$ cat src/rtl/cache_mem_arbiter_pkg.sv
// Shared types for the cache/pmem arbiter: line and word types, arbiter state and grant encoding.
package cache_mem_arbiter_pkg;

  localparam int ARB_ADDR_W = 16;
  localparam int ARB_LINE_W = 128;

  typedef logic [ARB_ADDR_W-1:0] lc3b_word;
  typedef logic [ARB_LINE_W-1:0] lc3b_c_line;

  typedef enum logic [1:0] {
    IDLE    = 2'd0,
    SERVE_I = 2'd1,
    SERVE_D = 2'd2,
    DONE    = 2'd3
  } arb_state_t;

  typedef enum logic {
    GRANT_I = 1'b0,
    GRANT_D = 1'b1
  } grant_t;

endpackage

$ cat src/rtl/cache_mem_arbiter.sv
// Round-robin arbiter sharing one pmem port between I-cache fills and D-cache fills/writebacks.
//   state   | meaning
//   IDLE    | no transaction, pick a winner (tie -> opposite of last grant)
//   SERVE_I | I-cache request latched, strobing pmem until pmem_resp
//   SERVE_D | D-cache request latched, strobing pmem until pmem_resp
//   DONE    | dead cycle so the served requester can drop its stale request
module cache_mem_arbiter
  import cache_mem_arbiter_pkg::*;
#(
  parameter int ADDR_W = ARB_ADDR_W,
  parameter int LINE_W = ARB_LINE_W
) (
  input  logic              clk,
  input  logic              reset,
  input  logic              i_read,
  input  logic [ADDR_W-1:0] i_address,
  output logic [LINE_W-1:0] i_rdata,
  output logic              i_resp,
  input  logic              d_read,
  input  logic              d_write,
  input  logic [ADDR_W-1:0] d_address,
  input  logic [LINE_W-1:0] d_wdata,
  output logic [LINE_W-1:0] d_rdata,
  output logic              d_resp,
  output logic              pmem_read,
  output logic              pmem_write,
  output logic [ADDR_W-1:0] pmem_address,
  output logic [LINE_W-1:0] pmem_wdata,
  input  logic [LINE_W-1:0] pmem_rdata,
  input  logic              pmem_resp
);

  arb_state_t        state_q, state_d;
  grant_t            last_q, last_d;
  logic [ADDR_W-1:0] addr_q, addr_d;
  logic [LINE_W-1:0] wdata_q, wdata_d;
  logic              write_q, write_d;

  logic i_req, d_req, pick_d, serving;

  always_ff @(posedge clk) begin
    if (reset) begin
      state_q <= IDLE;
      last_q  <= GRANT_I;
      addr_q  <= '0;
      wdata_q <= '0;
      write_q <= 1'b0;
    end else begin
      state_q <= state_d;
      last_q  <= last_d;
      addr_q  <= addr_d;
      wdata_q <= wdata_d;
      write_q <= write_d;
    end
  end

  always_comb begin
    state_d = state_q;
    last_d  = last_q;
    addr_d  = addr_q;
    wdata_d = wdata_q;
    write_d = write_q;
    i_req   = i_read;
    d_req   = d_read | d_write;
    // D wins when alone, or on a tie when I was granted last.
    pick_d  = d_req && (!i_req || (last_q == GRANT_I));
    case (state_q)
      IDLE: begin
        if (pick_d) begin
          state_d = SERVE_D;
          last_d  = GRANT_D;
          addr_d  = d_address;
          wdata_d = d_wdata;
          write_d = d_write;
        end else if (i_req) begin
          state_d = SERVE_I;
          last_d  = GRANT_I;
          addr_d  = i_address;
          wdata_d = '0;
          write_d = 1'b0;
        end
      end
      SERVE_I, SERVE_D: begin
        if (pmem_resp) state_d = DONE;
      end
      DONE:    state_d = IDLE;
      default: state_d = IDLE;
    endcase
  end

  assign serving      = (state_q == SERVE_I) || (state_q == SERVE_D);
  assign pmem_read    = serving && !write_q;
  assign pmem_write   = serving && write_q;
  assign pmem_address = addr_q;
  assign pmem_wdata   = wdata_q;
  assign i_resp       = (state_q == SERVE_I) && pmem_resp;
  assign d_resp       = (state_q == SERVE_D) && pmem_resp;
  assign i_rdata      = pmem_rdata;
  assign d_rdata      = pmem_rdata;

endmodule

$ cat config.mk
export PLATFORM = sky130hd
export DESIGN_NAME = cache_mem_arbiter
export DESIGN_NICKNAME = d
export VERILOG_FILES = /design/src/rtl/cache_mem_arbiter_pkg.sv /design/src/rtl/cache_mem_arbiter.sv
export SDC_FILE = /design/constraint.sdc
export NUM_CORES = 1
export LEC_CHECK = 0
export CAP_MARGIN = 20
export CORE_AREA = 5 5 268 270
export DETAILED_ROUTE_END_ITERATION = 10
export DIE_AREA = 0 0 273 275
export PLACE_DENSITY = 0.45
export SYNTH_ARGS = -nofsm -noshare
export SYNTH_HDL_FRONTEND = slang
export SYNTH_SLANG_ARGS = --single-unit
$ cat constraint.sdc
create_clock -name clk -period 2 [get_ports clk]
set_input_delay 0.3 -clock clk [delete_from_list [all_inputs] [get_ports clk]]
set_output_delay 0.3 -clock clk [all_outputs]
set_load 0.05 [all_outputs]
==> key figures, run 1 <==
Floorplanning
  • Die area: 0.07508 mm2
  • Site Rows: 97
  • Initial Utilization: 10.55%
  • Die Width: 273 um
  • Die height: 275 um
  • IO Count: 698
  • Core ar.: 0.06930 mm2

Setup path
  • Slowest stage delay, CP: 0.84 ns
  • Reg2reg start: state_q[1]
  • R2R cell count: 6
  • Setup crit end kind: output port
  • Critical Path RT: 1.70 ns
  • Critical Path AT: 1.64 ns
  • Worst path top cell family by delay: buffers and inverters
  • Worst-path cell chain: clkdlybuf4s50_1
  • Reg2Reg Setup Slack: 0.36 ns
  • Worst path slowest cell: clkdlybuf4s50_1
  • Buf/Inv on CP: 1
  • CP max FO: 2
  • FF-to-FF End: pmem_wdata[40]
  • Startpoint types: flop
  • Kind of critical path: reg -> out

Clock network
  • CTS Sinks: 148
  • Num CTS Buffers: 17
  • H-tree Lvls: 4
  • CTS tree: done
  • Root Buffer: clkbuf_16
  • Clock transition at the registers of the reported paths: 0.07 ns
  • Skew-Pair Late Insertion Delay: 0.46 ns
  • Maximum root-to-sink buffer count: 2
  • Post-CTS Hold Fix Bufs: 0

Layout
  • Multi-input gate area in the final layout: 0.002183 mm2
  • Layout area overhead: 43.43%
  • Ratio of cells with drive above 1 in the final layout: 12.07%
  • Fillers: 7789
  • FF/Latch Area: 0.002963 mm2
  • Nets@finish: 1163

Route
  • ANT nets after route: 0
  • # DRC: 0
  • Routed wire per std cell: 22.62 um
  • Vias: 6124
  • Drt total wl: 41140 um
  • Detailed-route vias per instance: 3.367
  • DR iter-0 viols: 251
  • DR pass1 iterations: 6

GRT
  • First-pass GRT wire length: 53810 um
  • Largest net degree at the start of global routing: 75
  • Gr usage total: 10.31%
  • Global route overflow: 0
  • Initial antenna violation count: 3
  • Vias in the first global route: 6350

STA
  • Clock Skews: 0.02302 ns
  • Crit path time final: 1.941 ns
  • Final setup viols: 0
  • Slew @ Worst Pin: 0.5603 ns
  • Hold Fails Final Rpt: 0
  • Slew Limit Fails: 0
  • Unrepaired setup endpoints after global routing: false
  • Highest clock rate: 515.1 MHz
  • Final period util: 97.07%
  • Final TNS setup: 0 ns
  • Slew margin rel.: 62.53%

Synth
  • Syn Inst Count: 817
  • Synth Warn #: 0
  • Post-Syn Area: 0.007315 mm2
  • Cell taking the most area after synthesis: dfxtp_1
  • Register area share after synthesis: 40.51%
  • Synthesized flop and latch total: 148
  • Top cell type's share of synthesized area: 40.51%
  • Synth top area cells: dfxtp_1, buf_4, a32oi_1
  • Syn_area_per_cell: 8.953 um2
  • Post-synth net total: 1115
  • Count of cell types in the netlist: 24

Min path
  • WHS Endpoint: pmem_wdata[74]
  • Hold Startpoint: reset
  • Hold Path Class: in -> reg
  • Hold Crit Depth: 2

Place
  • RD Place Congestion: 0.7501
  • IO buf count: 313
  • DP HPWL: 33470 um

Job
  • Max cap viols: 0

Power and ir drop
  • Leakage: 3.698 nW
  • Cell Pwr Density: 1508 mW/mm2
  • Power, Total: 15.82 mW
  • Peak VDD IR: 716.2 uV

Outcome
  • Run status: finished, final reports clean
-- metal layers --
metal	wire, um	part of all wire, %	track usage (%)	up-vias
li1	-	-	-	2709
met5	27	0.066	0	-
met3	6246	15	7.309	82
met2	21410	52	18.85	512
met4	1519	3.7	4.354	4
met1	11940	29	8.513	2817
-- layout by cell type, fill, tap and decap left out, types with 2 or more instances in the layout --
cell and count:
buf_12 19, clkbuf_16 17, buf_4 48, clkinv_4 3
a311oi_1 16, clkinvlp_4 4, dfxtp_1 148, clkinv_2 2
clkdlybuf4s50_1 273, dlygate4sd2_1 4, inv_6 3, nand2_1 33
nor2_1 146, o21ai_0 2, dlymetal6s2s_1 6, and2_1 2
clkbuf_8 2, ha_1 3, a32oi_1 129
-- sequential cells by signal (all words and copies together) (netlist names) --
name / cells
write_q: 1
state_q: 2
pmem_wdata: 128
last_q: 1
pmem_address: 16
-- per-stage QoR --
stage | worst slack [ns] | cells | util [%] | area (um2) | hold WS, ns
after floorplan | 0.2434 | 817 | - | 7315 | 0.4590
after global placement | 0.07867 | 1785 | 14.27 | 9886 | 0.4658
after detailed placement | 0.03700 | 1785 | 14.27 | 9886 | 0.4717
after global routing | 0.0008787 | 1818 | 15.14 | 10490 | 0.1627
after CTS | 0.005956 | 1817 | 15.10 | 10460 | 0.1481
final | 0.05867 | 1819 | 15.14 | 10490 | 0.1870
-- cell families (layout without fill, tap and decap cells) --
logic type | after synthesis | in the layout | share of synthesized area, %
mux | 1 | 1 | 0.1369
fa+ha+maj | 4 | 4 | 0.6843
other cells | 0 | 1 | 0
buf+inv | 323 | 384 | 30.23
compound gates | 155 | 155 | 18.61
simple gates | 186 | 186 | 9.836
flops | 148 | 148 | 40.51
-- synth_stat cells --
cell type,number
a32oi_1,129
dfxtp_1,148
a311oi_1,16
o31a_1,1
o2bb2ai_2,1
a2bb2oi_2,1
nor3b_1,1
nor4b_1,1
mux2i_1,1
nand2_1,33
and2_1,3
o31ai_2,1
o21ai_0,2
clkbuf_1,35
nor2_1,146
a211o_1,1
a221oi_1,1
buf_4,256
buf_2,30
a22oi_1,1
a21oi_1,1
nor2b_1,2
ha_1,4
inv_1,2
-- area by class of cell --
type / count / area share (%)
inverter: 2 / 0.07156
tap: 940 / 11.21
timing repair buffer: 350 / 34.16
clock buffer: 19 / 4.317
clock inverter: 13 / 1.169
antenna: 1 / 0.02385
multi-input combinational: 346 / 20.81
sequential: 148 / 28.24
-- power by group --
group	switching [mW]	internal (mW)	total, mW	leakage (nW)
clock	1.43	1.79	3.22	0.272
sequential	0.484	3.76	4.24	1.22
combinational	5.41	2.96	8.37	2.21
-- how the worst max path moves through the flow --
stage	from	endpoint	slack (ns)	cells past startpoint
finish	pmem_address[15]	pmem_address[15]	0.06	1
global route	pmem_wdata[25]	pmem_wdata[25]	0.0009	1
CTS	pmem_wdata[61]	pmem_wdata[61]	0.006	1
detailed placement	d_write	pmem_wdata[40]	0.04	6
global placement	d_write	pmem_wdata[0]	0.08	6
floorplan	state_q[0]	pmem_read	0.24	3
-- what timing repair did --
| action | 4_1_cts | 5_1_grt |
|---|---|---|
| resized for setup | 6 | 8 |
| endpoints found under the setup margin | 5 | 8 |
| pin swaps | 0 | 1 |
| cloned | 0 | 0 |
| endpoints found under the hold margin | 0 | 0 |
| buffers inserted | 0 | 1 |
Power figures use the tool's default switching activity.
==> run 2: changes to the inputs <==
- HOLD_SLACK_MARGIN: not set -> 0.05
==> results of run 2 <==
No change in the layout: final DEF, timing and power equal those of run 1.
